**src/rtl/gaussian_pkg.sv**
```systemverilog
// Shared constants for the Gaussian cascade stage: fill depth, [1 2 1]/4 kernel
// weights with rounding, and a constant-width helper for FIFO pointers.
package gaussian_pkg;

  localparam int FILL_PER_PASS = 2;

  localparam int W_NEW  = 1;
  localparam int W_PREV = 2;
  localparam int W_OLD  = 1;
  localparam int ROUND  = 2;
  localparam int SHIFT  = 2;

  typedef enum logic [1:0] {
    WR_NONE,
    WR_FILTER,
    WR_BYPASS
  } wr_src_e;

  function automatic int clog2(input int value);
    int result;
    result = 0;
    for (int i = 0; i < 31; i++) begin
      if ((1 << i) < value) result = i + 1;
    end
    return result;
  endfunction

endpackage

```
**src/rtl/gaussian_pass.sv**
```systemverilog
// One 3-tap [1 2 1]/4 smoothing pass. The output is combinational from x; the
// two-sample window advances only on accepted filter samples and restarts on sol.
module gaussian_pass
  import gaussian_pkg::*;
#(
  parameter int DATA_W = 8
) (
  input  logic              clk,
  input  logic              rst,
  input  logic              advance,
  input  logic              clear,
  input  logic [DATA_W-1:0] x,
  output logic [DATA_W-1:0] y
);

  localparam int SUM_W = DATA_W + 2;

  logic [DATA_W-1:0] r_w0;
  logic [DATA_W-1:0] r_w1;
  logic [DATA_W-1:0] w_w0;
  logic [DATA_W-1:0] w_w1;
  logic [SUM_W-1:0]  w_sum;

  // NOTE: every always_comb output is assigned on every path, so no latch is inferred.
  always_comb begin
    w_w0  = clear ? '0 : r_w0;
    w_w1  = clear ? '0 : r_w1;
    w_sum = SUM_W'(W_NEW)  * {2'b00, x}
          + SUM_W'(W_PREV) * {2'b00, w_w0}
          + SUM_W'(W_OLD)  * {2'b00, w_w1}
          + SUM_W'(ROUND);
    y     = DATA_W'(w_sum >> SHIFT);
  end

  // NOTE: state registers use non-blocking assignments so every flop samples pre-edge values.
  always_ff @(posedge clk) begin
    if (rst) begin
      r_w0 <= '0;
      r_w1 <= '0;
    end else if (advance) begin
      r_w0 <= x;
      r_w1 <= w_w0;
    end
  end

endmodule

```
**src/rtl/gaussian_cascade_stage.sv**
```systemverilog
// Cascaded Gaussian smoothing stage: NUM_PASSES 3-tap passes with fill discard at
// reset and line start, a bypass path, and an output FIFO with upstream backpressure.
module gaussian_cascade_stage
  import gaussian_pkg::*;
#(
  parameter int DATA_W     = 8,
  parameter int NUM_PASSES = 2,
  parameter int FIFO_DEPTH = 16
) (
  input  logic              clk,
  input  logic              rst,
  input  logic              valid,
  input  logic [DATA_W-1:0] din,
  input  logic              sol,
  input  logic              bypass,
  output logic              rd_en_down,
  input  logic              rd_en_up,
  output logic [DATA_W-1:0] dout,
  output logic              valid_out,
  output logic              empty,
  output logic              full
);

  localparam int FILL  = FILL_PER_PASS * NUM_PASSES;
  localparam int FC_W  = clog2(FILL + 1);
  localparam int PTR_W = (FIFO_DEPTH > 1) ? clog2(FIFO_DEPTH) : 1;
  localparam int CNT_W = PTR_W + 1;

  logic [FC_W-1:0]   r_fc;
  logic [DATA_W-1:0] r_mem [FIFO_DEPTH];
  logic [PTR_W-1:0]  r_wr_ptr;
  logic [PTR_W-1:0]  r_rd_ptr;
  logic [CNT_W-1:0]  r_count;

  logic [DATA_W-1:0] w_stage [NUM_PASSES+1];
  logic              w_accept;
  logic              w_filt_acc;
  wr_src_e           w_wr_src;
  logic              w_wr_en;
  logic              w_rd_en;
  logic [DATA_W-1:0] w_wr_data;

  assign rd_en_down = !rst && (r_count < CNT_W'(FIFO_DEPTH));
  assign empty      = (r_count == '0);
  assign full       = (r_count == CNT_W'(FIFO_DEPTH));
  assign w_accept   = valid && rd_en_down;
  assign w_filt_acc = w_accept && !bypass;
  assign w_rd_en    = rd_en_up && !empty;
  assign w_stage[0] = din;

  genvar g;
  for (g = 0; g < NUM_PASSES; g++) begin : g_pass
    gaussian_pass #(
      .DATA_W (DATA_W)
    ) u_pass (
      .clk     (clk),
      .rst     (rst),
      .advance (w_filt_acc),
      .clear   (sol),
      .x       (w_stage[g]),
      .y       (w_stage[g+1])
    );
  end

  // A filtered sample is written only once every pass window holds real line data.
  always_comb begin
    w_wr_src = WR_NONE;
    if (w_accept) begin
      if (bypass)                           w_wr_src = WR_BYPASS;
      else if (!sol && r_fc == FC_W'(FILL)) w_wr_src = WR_FILTER;
    end
    w_wr_en   = (w_wr_src != WR_NONE);
    w_wr_data = (w_wr_src == WR_BYPASS) ? din : w_stage[NUM_PASSES];
  end

  always_ff @(posedge clk) begin
    if (rst) begin
      r_fc <= '0;
    end else if (w_filt_acc) begin
      if (sol)                     r_fc <= FC_W'(1);
      else if (r_fc != FC_W'(FILL)) r_fc <= r_fc + FC_W'(1);
    end
  end

  // NOTE: the storage array has no reset; count and pointers alone define which entries are live.
  always_ff @(posedge clk) begin
    if (w_wr_en) r_mem[r_wr_ptr] <= w_wr_data;
  end

  always_ff @(posedge clk) begin
    if (rst) begin
      r_wr_ptr  <= '0;
      r_rd_ptr  <= '0;
      r_count   <= '0;
      dout      <= '0;
      valid_out <= 1'b0;
    end else begin
      valid_out <= w_rd_en;
      if (w_rd_en) begin
        dout     <= r_mem[r_rd_ptr];
        r_rd_ptr <= r_rd_ptr + PTR_W'(1);
      end
      if (w_wr_en) r_wr_ptr <= r_wr_ptr + PTR_W'(1);
      case ({w_wr_en, w_rd_en})
        2'b10:   r_count <= r_count + CNT_W'(1);
        2'b01:   r_count <= r_count - CNT_W'(1);
        default: ;
      endcase
    end
  end

endmodule
```
**config.mk**
```make
export PLATFORM = sky130hd
export DESIGN_NAME = gaussian_cascade_stage
export DESIGN_NICKNAME = d
export VERILOG_FILES = /design/src/rtl/gaussian_pkg.sv /design/src/rtl/gaussian_pass.sv /design/src/rtl/gaussian_cascade_stage.sv
export SDC_FILE = /design/constraint.sdc
export NUM_CORES = 1
export LEC_CHECK = 0
export BUFFER_PORTS_ARGS = -buffer_cell sky130_fd_sc_hd__buf_2
export CELL_PAD_IN_SITES_DETAIL_PLACEMENT = 0
export CELL_PAD_IN_SITES_GLOBAL_PLACEMENT = 1
export CORE_MARGIN = 1
export CORE_UTILIZATION = 50
export DETAILED_ROUTE_END_ITERATION = 8
export PLACE_DENSITY_LB_ADDON = 0.1
export SLEW_MARGIN = 20
export SYNTH_ARGS = -nofsm -noshare
export SYNTH_HDL_FRONTEND = slang
export SYNTH_SLANG_ARGS = --single-unit
```
**constraint.sdc**
```tcl
create_clock -name clk -period 6.1 [get_ports clk]
set_input_delay 0.305 -clock clk [delete_from_list [all_inputs] [get_ports clk]]
set_output_delay 0.305 -clock clk [all_outputs]
set_load 0.01 [all_outputs]
```
Yosys cells after proc, flatten, opt, wreduce, memory -nomap -nowiden

Memory sizes are Yosys's and may differ from the RTL's. A register that Yosys moved wholly into a read port is not among the register bits.
Index checks and enable logic that the tools add are counted.

Flip-flop bits (word level): 49
RAM bits: 128
Input bits: 14
Output and inout port bits: 12
Logic and storage cells: 55
Memories: 1

Memories:

| name  | words | width | read ports | clocked after Yosys merged registers in | wr ports | line                         | text |
|---|---|---|---|---|---|---|---|
| r_mem | 16    | 8     | 1          | 1                                       | 1        | gaussian_cascade_stage.sv:30 | `logic [DATA_W-1:0] r_mem [FIFO_DEPTH];` |

Add/sub/neg operators: 11
Magnitude comparators: 1
Equal/unequal tests: 6
Muxes and demuxes: 13
Reductions and logical operators: 14

Operators with widths:

| kind                                                                | count |
|---|---|
| 8-bit two-way mux                                                   | 5 |
| 10-bit by 2-bit adder with 10-bit output (second input constant)    | 2 |
| 10-bit by 8-bit adder with 10-bit output                            | 2 |
| 8-bit by 9-bit adder with 10-bit output                             | 2 |
| 5-bit one-hot mux with 2 select lines                               | 1 |
| 4-bit by 1-bit adder with 4-bit output (second input constant)      | 2 |
| 3-bit two-way mux                                                   | 2 |
| 2-bit nonzero test                                                  | 3 |
| 5-bit by 1-bit adder with 5-bit output (second input constant)      | 1 |
| 5-bit == test (second input constant)                               | 1 |
| 1-bit logical AND                                                   | 5 |
| 5-bit zero test                                                     | 1 |
| 5-bit < comparator (second input constant)                          | 1 |
| 5-bit by 1-bit subtractor with 5-bit output (second input constant) | 1 |
| 2-bit == test (second input constant)                               | 2 |
| 1-bit zero test                                                     | 4 |
| 2-bit two-way mux                                                   | 2 |
| 3-bit by 1-bit adder with 3-bit output (second input constant)      | 1 |
| 3-bit == test (second input constant)                               | 1 |
| 1-bit two-way mux                                                   | 3 |
| 3-bit != test (second input constant)                               | 1 |
| 2-bit by 1-bit == test with 1-bit output (second input constant)    | 1 |
| 2-bit AND reduction                                                 | 1 |

Longest topological paths before layout

Gate-level depths: netlist (run 1).

Depth after elaboration: 8
Mapped depth: 19
Mapped depth without buffers: 17

Hierarchy

From an unflattened synthesis (run 1), not the netlist that was laid out.

Cells, all modules: 588
Area total of the unflattened synthesis: 8409.3 µm²

Modules (own cells, without submodules):

| module                 | instances | cells an instance | area each (µm²) | sequential area each (µm²) |
|---|---|---|---|---|
| gaussian_cascade_stage | 1         | 358               | 6242.2          | 4344.2 |
| gaussian_pass          | 2         | 115               | 1083.5          | 320.3 |

Worst setup path after synthesis (run 1)

OpenSTA, ideal clock, no wires.

Path type: input to register
Start: input port sol
End: memory r_mem[0][6] (data pin)
Setup time: 0.341 ns
Arrival: 4.873 ns
Required time: 5.759 ns
Slack: 0.886 ns
Stages on the path: 17
Path buffers: 2
Cells stage by stage: buf_2 -> clkbuf_1 -> nor2b_1 -> fa_1 -> ha_1 -> a21oi_1 -> a21oi_1 -> o41ai_1 -> nand2_1 -> fa_1 -> inv_1 -> ha_1 -> and4_1 -> a211oi_1 -> a21boi_0 -> o21a_1 -> o31ai_1

Longest elaborated chain between the ends: 8
Elaborated cells on any way between the ends: 17
Those cells by class: add/sub: 6; eq/ne: 1; mux: 8; reduce/logical: 2

Ends and longest elaborated chain:

| element                                  | line                         | text |
|---|---|---|
| start, declared                          | gaussian_cascade_stage.sv:14 | `input logic sol,` |
| 8-bit two-way mux                        | gaussian_pass.sv:26          | `w_w0 = clear ? '0 : r_w0;` |
| net g_pass[0].u_pass.w_w0[1]             | gaussian_pass.sv:20          | `logic [DATA_W-1:0] w_w0;` |
| 8-bit by 9-bit adder with 10-bit output  | gaussian_pass.sv:29          | `+ SUM_W'(W_PREV) * {2'b00, w_w0}` |
| 10-bit by 8-bit adder with 10-bit output | gaussian_pass.sv:30          | `+ SUM_W'(W_OLD) * {2'b00, w_w1}` |
| 10-bit by 2-bit adder with 10-bit output | gaussian_pass.sv:31          | `+ SUM_W'(ROUND);` |
| 8-bit by 9-bit adder with 10-bit output  | gaussian_pass.sv:29          |  |
| 10-bit by 8-bit adder with 10-bit output | gaussian_pass.sv:30          |  |
| 10-bit by 2-bit adder with 10-bit output | gaussian_pass.sv:31          |  |
| 8-bit two-way mux                        | gaussian_cascade_stage.sv:73 | `w_wr_data = (w_wr_src == WR_BYPASS) ? din : w_stage[NUM_PASSES];` |
| net w_wr_data[6]                         | gaussian_cascade_stage.sv:41 | `logic [DATA_W-1:0] w_wr_data;` |
| end, declared                            | gaussian_cascade_stage.sv:30 |  |

The timed path passes the listed nets, and every way through them passes these cells.

Worst setup path after layout (run 1)

Start: input port sol
End: memory r_mem[1][7] (data pin)

The elaborated chain is that of the path after synthesis.

==> impl_metrics.env, run 1 <==
export IMPL_status="complete, no violations"
export IMPL_yosys_area_share_simple=0.110
export IMPL_slowest_delay_ps=580
export IMPL_cts_inserted_buffers=17
export IMPL_clk_pin_slew_ps=70
export IMPL_gp_congestion=0.787
export IMPL_endpoint="r_mem[1][7]$_DFFE_PP_"
export IMPL_grt_pass1_wl_um=26800
export IMPL_critPathRequiredTime_ps=6210
export IMPL_total_power_w=0.00306
export IMPL_ir_worst_vdd_uv=211
export IMPL_crit_chain="buf_2 -> nor2b_1 -> fa_1 -> ha_1 -> a21oi_1 -> a21oi_1 -> o41ai_1 -> nand2_1 -> fa_1 -> inv_1 -> ha_1 -> and4_1 -> a211oi_1 -> a21boi_0 -> o21a_1 -> o31a_1"
export IMPL_synth_xor_area_share=0.0155
export IMPL_grt_ovfl_total=0
export IMPL_place_hpwl_um=11200
export IMPL_timing_rr_start="g_pass[0].u_pass.r_w0[1]$_SDFFE_PP0P_"
export IMPL_ff2ff_path_depth=15
export IMPL_totalWireLength_um=16600
export IMPL_path_depth=16
export IMPL_async_reset_ff_frac=0
export IMPL_antenna_found_initial=0
export IMPL_cp_top_family="compound AO/OA/AOI/OAI gates"
export IMPL_startpoint="sol"
export IMPL_grtUsageMet2=0.303
export IMPL_power_leakage_nw=3.36
export IMPL_synth_adder_area_share=0.0736
export IMPL_synth_seq_cells=185
export IMPL_grt_max_degree=59
export IMPL_synth_top_family_by_area="simple AND/OR/NAND/NOR gates"
export IMPL_clockBufferDepth=2
export IMPL_met3_usage=0.0434
export IMPL_cp_slowest_cell="o41ai_1"
export IMPL_drc=0
export IMPL_rrSetupSlack_ps=1120
export IMPL_yosysSeqAreaShare=0.589
export IMPL_power_density_nw_per_um2=325
export IMPL_netlist_area_sq_um=8460
export IMPL_grtUsageMet1=0.296
export IMPL_track_usage=0.204
export IMPL_max_slew_margin_rel=0.295
export IMPL_top_usage_layer="met2"
export IMPL_antennaDiodeCount=0
export IMPL_path_max_fanout=38
export IMPL_drtIter0Drc=299
export IMPL_cts_setup_buffers=0
export IMPL_tightest_slew_ps=1060
export IMPL_synthFlopType="edfxtp_1"
export IMPL_clock_sinks=185
export IMPL_die_y_um=132
export IMPL_drive_gt1_frac=0.167
export IMPL_end_kind="flop"
export IMPL_syn_nets=706
export IMPL_cts_root_buf="clkbuf_16"
export IMPL_worstPathArrival_ps=5100
export IMPL_cts_tree="built"
export IMPL_drv_slew=0
export IMPL_synth_compound_gate_area_share=0.0858
export IMPL_htree_levels=4
export IMPL_drtAntennaViolNets=0
export IMPL_synth_edf_count=128
export IMPL_synth_mux_area_frac=0.0895
export IMPL_start_kind="primary input"
export IMPL_post_cts_resize_count=0
export IMPL_rr_endpoint="r_mem[1][7]$_DFFE_PP_"
export IMPL_setup_viol=0
export IMPL_clock_latency_ps=430
export IMPL_fin_crit_sh=0.818
export IMPL_io_buffers=25
export IMPL_rsz0062_at_grt="false"
export IMPL_hold_violations=0
export IMPL_holdCritPathClass="primary input to flop"
export IMPL_drt_vias_per_instance=5.54
export IMPL_rows=47
export IMPL_avgSynthCellArea_sq_um=13.0
export IMPL_worstSetupPathType="primary input to flop"
export IMPL_fmax_ghz=0.200
export IMPL_synth_top_cells_by_area="edfxtp_1 (45%), dfxtp_1 (13%), mux4_2 (7.5%)"
export IMPL_drv_cap=0
export IMPL_synth_distinct_cells=55
export IMPL_dieArea_sq_um=17400
export IMPL_ys_warn_count=0
export IMPL_fin_nets=730
export IMPL_die_x_um=132
export IMPL_finClkSkew_ps=8.02
export IMPL_grt_pass1_vias=4922
export IMPL_initial_core_util=0.512
export IMPL_avgRoutedWirePerCell_um=18.3
export IMPL_tns_ps=0
export IMPL_ioPinCount=26
export IMPL_synth_top_area_frac=0.454
export IMPL_critPathBufInv=2
export IMPL_drt_pre_antenna_iters=4
export IMPL_area_delta_synth_final_pct=11.2
export IMPL_synth_cells=650
export IMPL_vias=5027
export IMPL_period_minus_slack_ps=4990
export IMPL_synth_top_cell_by_area="edfxtp_1"
export IMPL_ctsHoldBuffers=0
export IMPL_coreArea_sq_um=16500
layout make-up:
cell class                 count  area (sq um)
inverter                      29           111
tap                          220           275
timing repair buffer          40           238
fill                        1384          7120
clock buffer                  18           429
multi-input combinational    401          3190
sequential                   185          4990
clock inverter                14           171
worst reg2reg max path, delay by kind of cell, from the launching register on:
kind	cells	cell delay [ps]
and+or+nand+nor	3	600
DFF	1	320
adders and majority gates	4	1700
AOI/OAI and AO/OA	7	1980
buffers and inverters	1	40
power breakdown:
group	switching (W)	total (W)	leakage [nW]	internal, W
sequential	0.0000304	0.00145	1.63	0.00142
combinational	0.000308	0.000497	1.45	0.000188
clock	0.000492	0.00111	0.290	0.000616
total	0.000831	0.00306	3.36	0.00223
metrics by stage:
step            util  area (sq um)  instances  worst slack (ps)  hold slack (ps)
2_1_floorplan      -          8460        650               886              432
6_report       0.569          9400        907              1110              160
3_3_place_gp   0.533          8800        875               870              440
5_1_grt        0.569          9400        907               688              163
3_5_place_dp   0.533          8800        875               679              444
4_1_cts        0.569          9400        907              1080              140
cells in the final DEF, fill, tap and decap left out, types with 2 or more instances in the layout:
| cell | instances |
|---|---|
| o31a_1 | 2 |
| nand3b_1 | 5 |
| nor2_2 | 2 |
| edfxtp_1 | 128 |
| mux4_1 | 4 |
| clkinvlp_4 | 2 |
| nor3_1 | 14 |
| dfxtp_1 | 56 |
| xor2_1 | 9 |
| clkinv_4 | 2 |
| clkbuf_16 | 17 |
| nor2_1 | 58 |
| bufinv_16 | 2 |
| mux4_2 | 28 |
| and3_1 | 3 |
| inv_1 | 28 |
| nand4_1 | 2 |
| xnor2_1 | 6 |
| o31ai_1 | 2 |
| o21ai_0 | 8 |
| a211oi_1 | 5 |
| clkinv_8 | 2 |
| nor2b_1 | 22 |
| o21a_1 | 8 |
| fa_1 | 13 |
| nand2b_1 | 17 |
| ha_1 | 29 |
| and3b_1 | 2 |
| a31o_2 | 2 |
| a21o_1 | 4 |
| a22oi_1 | 17 |
| nand2_1 | 61 |
| buf_2 | 25 |
| a21oi_1 | 54 |
| o31ai_2 | 4 |
| clkinv_2 | 3 |
| inv_8 | 2 |
| buf_4 | 15 |
| a31oi_1 | 2 |
state kept, by name, summed over array words and instances (netlist names):
register and cells:
dout 8, g_pass.u_pass.r_w0 16, g_pass.u_pass.r_w1 16, r_count 5, r_fc 3, r_mem 128
r_rd_ptr 4, r_wr_ptr 4, valid_out 1
cell families (layout without fill, tap and decap cells):
kind of cell,count (synthesis),count (layout)
AOI/OAI and AO/OA,115,115
xor gates and xnor gates,15,15
adders and majority gates,42,42
buffers and inverters,64,101
DFF,185,185
muxes,34,34
and+or+nand+nor,195,195
Yosys cell counts (2+ instances only):
| cell | n |
|---|---|
| a31o_2 | 2 |
| and3_1 | 3 |
| buf_1 | 2 |
| a31oi_1 | 2 |
| mux4_1 | 4 |
| a22oi_1 | 17 |
| nor2b_1 | 22 |
| nand4_1 | 2 |
| o31a_1 | 2 |
| nand3b_1 | 5 |
| a21oi_1 | 54 |
| edfxtp_1 | 128 |
| nand2b_1 | 17 |
| nand2_1 | 61 |
| mux4_2 | 28 |
| xnor2_1 | 6 |
| nor3_1 | 14 |
| a21o_1 | 4 |
| and3b_1 | 2 |
| buf_6 | 6 |
| o21ai_0 | 8 |
| buf_2 | 6 |
| o21a_1 | 8 |
| fa_1 | 13 |
| nor2_1 | 59 |
| dfxtp_1 | 57 |
| inv_1 | 28 |
| o31ai_1 | 6 |
| ha_1 | 29 |
| xor2_1 | 9 |
| a211oi_1 | 5 |
| clkbuf_1 | 18 |
worst min path at each step:
stage	startpoint	endpoint	slack (ps)	depth (start not counted)
after global routing	din[7]	g_pass[0].u_pass.r_w0[7]$_SDFFE_PP0P_	160	3
after CTS	din[0]	g_pass[0].u_pass.r_w0[0]$_SDFFE_PP0P_	140	3
after detailed placement	g_pass[0].u_pass.r_w0[1]$_SDFFE_PP0P_	g_pass[0].u_pass.r_w0[1]$_SDFFE_PP0P_	440	2
final	din[0]	g_pass[0].u_pass.r_w0[0]$_SDFFE_PP0P_	160	3
after floorplan	g_pass[0].u_pass.r_w0[1]$_SDFFE_PP0P_	g_pass[0].u_pass.r_w0[1]$_SDFFE_PP0P_	430	2
after global placement	g_pass[0].u_pass.r_w0[7]$_SDFFE_PP0P_	g_pass[0].u_pass.r_w0[7]$_SDFFE_PP0P_	440	2
metal layers:
layer  vias to the layer above  wire length, um  share of wire
met1                      2478             7950           0.48
met4                         0              250          0.015
met5                         -                0              0
met2                       104             7490           0.45
li1                       2424                -              -
met3                        21              871          0.053
(Power assumes the default switching activity.)
==> run 2, diff against run 1 <==
--- a/config.mk
+++ b/config.mk
@@ -9,7 +9,7 @@
 export CELL_PAD_IN_SITES_DETAIL_PLACEMENT = 0
 export CELL_PAD_IN_SITES_GLOBAL_PLACEMENT = 1
 export CORE_MARGIN = 1
-export CORE_UTILIZATION = 50
+export CORE_UTILIZATION = 47
 export DETAILED_ROUTE_END_ITERATION = 8
 export PLACE_DENSITY_LB_ADDON = 0.1
 export SLEW_MARGIN = 20
==> constraint.sdc (replaced) <==
create_clock -name clk -period 4.3 [get_ports clk]
set_input_delay 0.215 -clock clk [delete_from_list [all_inputs] [get_ports clk]]
set_output_delay 0.215 -clock clk [all_outputs]
set_load 0.01 [all_outputs]
==> run 2 against run 1 <==
Register-to-register slack got worse by 1100 ps; first-iteration DRC count shrank 12%; core utilization increased by 2.1 points; highest routed layer unchanged; critical path type is now flop to flop; clock power increased by 37%.
==> impl_metrics.env, run 2 (synthesis results as in run 1) <==
export IMPL_status="complete, no violations"
export IMPL_gp_congestion=0.812
export IMPL_critPathRequiredTime_ps=4460
export IMPL_cp_slowest_cell="fa_1"
export IMPL_holdCritPathClass="primary input to flop"
export IMPL_fmax_ghz=0.235
export IMPL_fillCellCount=1421
export IMPL_ioPinCount=26
export IMPL_grt_max_degree=58
export IMPL_drt_pre_antenna_iters=5
export IMPL_critPathBufInv=3
export IMPL_grt_ovfl_total=0
export IMPL_drv_slew=0
export IMPL_rows=48
export IMPL_totalWireLength_um=18500
export IMPL_cts_root_buf="clkbuf_16"
export IMPL_power_density_nw_per_um2=431
export IMPL_cp_top_family="adder cells"
export IMPL_max_slew_margin_rel=0.333
export IMPL_track_usage=0.216
export IMPL_htree_levels=4
export IMPL_clock_sinks=185
export IMPL_top_regs="r_mem (128), g_pass.u_pass.r_w0 (16), g_pass.u_pass.r_w1 (16)"
export IMPL_grt_pass1_vias=5371
export IMPL_dieArea_sq_um=18500
export IMPL_initial_core_util=0.486
export IMPL_finClkSkew_ps=15.9
export IMPL_layoutNonFillerInstCount=974
export IMPL_tns_ps=0
export IMPL_power_leakage_nw=3.75
export IMPL_vias=5395
export IMPL_cts_tree="built"
export IMPL_area_delta_synth_final_pct=21.4
export IMPL_fin_crit_sh=0.988
export IMPL_final_cell_mix="edfxtp_1 (128), buf_4 (64), nand2_1 (61)"
export IMPL_setup_viol=0
export IMPL_worstSetupPathType="flop to flop"
export IMPL_largest_register_ffs=128
export IMPL_drt_vias_per_instance=5.54
export IMPL_final_util=0.590
export IMPL_path_max_fanout=8
export IMPL_tightest_slew_ps=997
export IMPL_antennaDiodeCount=0
export IMPL_io_buffers=25
export IMPL_regMostFlops="r_mem"
export IMPL_grt_pass1_wl_um=29400
export IMPL_total_power_w=0.00442
export IMPL_ir_worst_vdd_uv=305
export IMPL_final_common_cell="edfxtp_1"
export IMPL_worstPathArrival_ps=4410
export IMPL_period_minus_slack_ps=4250
export IMPL_clock_latency_ps=440
export IMPL_clk_pin_slew_ps=80
export IMPL_ctsHoldBuffers=0
export IMPL_drc=0
export IMPL_cts_inserted_buffers=17
export IMPL_place_hpwl_um=12200
export IMPL_drtAntennaViolNets=0
export IMPL_start_kind="flop"
export IMPL_dp_cells=913
export IMPL_hold_violations=0
export IMPL_slowest_delay_ps=520
export IMPL_crit_chain="nor2b_4 -> fa_1 -> ha_4 -> o21ai_2 -> a22oi_2 -> buf_4 -> buf_6 -> a21oi_4 -> xor2_2 -> fa_1 -> inv_2 -> ha_4 -> a21o_1 -> a211oi_2 -> a21boi_2 -> o21a_2 -> o31a_4"
export IMPL_fin_nets=792
export IMPL_coreArea_sq_um=17400
export IMPL_drv_cap=0
export IMPL_clockBufferDepth=2
export IMPL_avgRoutedWirePerCell_um=19.0
export IMPL_die_y_um=136
export IMPL_die_x_um=136
export IMPL_drtIter0Drc=262
export IMPL_end_kind="flop"
export IMPL_drive_gt1_frac=0.294
export IMPL_antenna_found_initial=0
export IMPL_rsz0062_at_grt="true"
[run 2: changes by cell type in the layout (fill, tap and decap cells not counted), sizes merged]
cell      before  now
buf           40  101
inv           32   38
clkinv         7    3
bufinv         2    0
clkbuf        18   19
clkinvlp       2    1
o31a           2    3
[run 2: final cells by class]
cell class / instances / area, sq um / share of cell area
Clock buffer: 19 / 454 / 0.0442
Clock inverter: 13 / 121 / 0.0118
Inverter: 29 / 111 / 0.0108
Multi-Input combinational cell: 402 / 3530 / 0.344
Sequential cell: 185 / 4990 / 0.486
Tap cell: 225 / 282 / 0.0274
Timing Repair Buffer: 101 / 783 / 0.0763
[run 2: worst min-delay path: cells and delay by family]
family          cells  cell delay, ps
compound gates      1              50
buf+inv             1             130
simple gates        1              60
[run 2: metal layers]
metal | part of all wire | vias to the layer above | global-route usage
met2 | 0.50 | 120 | 0.361
met1 | 0.45 | 2701 | 0.290
met5 | 0 | - | 0
met4 | 0.011 | 0 | 0.0574
li1 | - | 2555 | -
met3 | 0.043 | 19 | 0.0391
[run 2: per-stage QoR]
step                hold slack [ps]  area, sq um  worst slack, ps
CTS                            36.4        10100             12.5
detailed placement              444         9220             -344
finish                         60.9        10300             49.9
global placement                438         9220             -273
global route                   66.3        10300             -192
floorplan                       351         8630             4.13
[run 2: repair_timing]
action,4_1_cts,5_1_grt
setup endpoints to repair,80,97
setup buffers,23,5
endpoints found under the hold margin,0,0
resized for setup,28,16
pin swaps,16,25
gates cloned,2,0
[run 2: path summary, 6_finish.rpt]
check / startpoint / endpoint / slack [ps] / depth (start not counted)
worst min-delay path: din[7] / g_pass[0].u_pass.r_w0[7]$_SDFFE_PP0P_ / 60 / 3
worst max register to register: g_pass[0].u_pass.r_w0[1]$_SDFFE_PP0P_ / r_mem[0][7]$_DFFE_PP_ / 50 / 17
worst min register to register: g_pass[0].u_pass.r_w1[5]$_SDFFE_PP0P_ / g_pass[0].u_pass.r_w1[5]$_SDFFE_PP0P_ / 450 / 2
worst max-delay path: g_pass[0].u_pass.r_w0[1]$_SDFFE_PP0P_ / r_mem[0][7]$_DFFE_PP_ / 50 / 17
[run 2: where the power goes]
| group | internal (W) | total [W] | leakage [nW] | switching (W) |
|---|---|---|---|---|
| Sequential | 0.00202 | 0.00208 | 1.63 | 0.0000584 |
| Clock | 0.000801 | 0.00152 | 0.283 | 0.000720 |
| Combinational | 0.000367 | 0.000826 | 1.84 | 0.000459 |
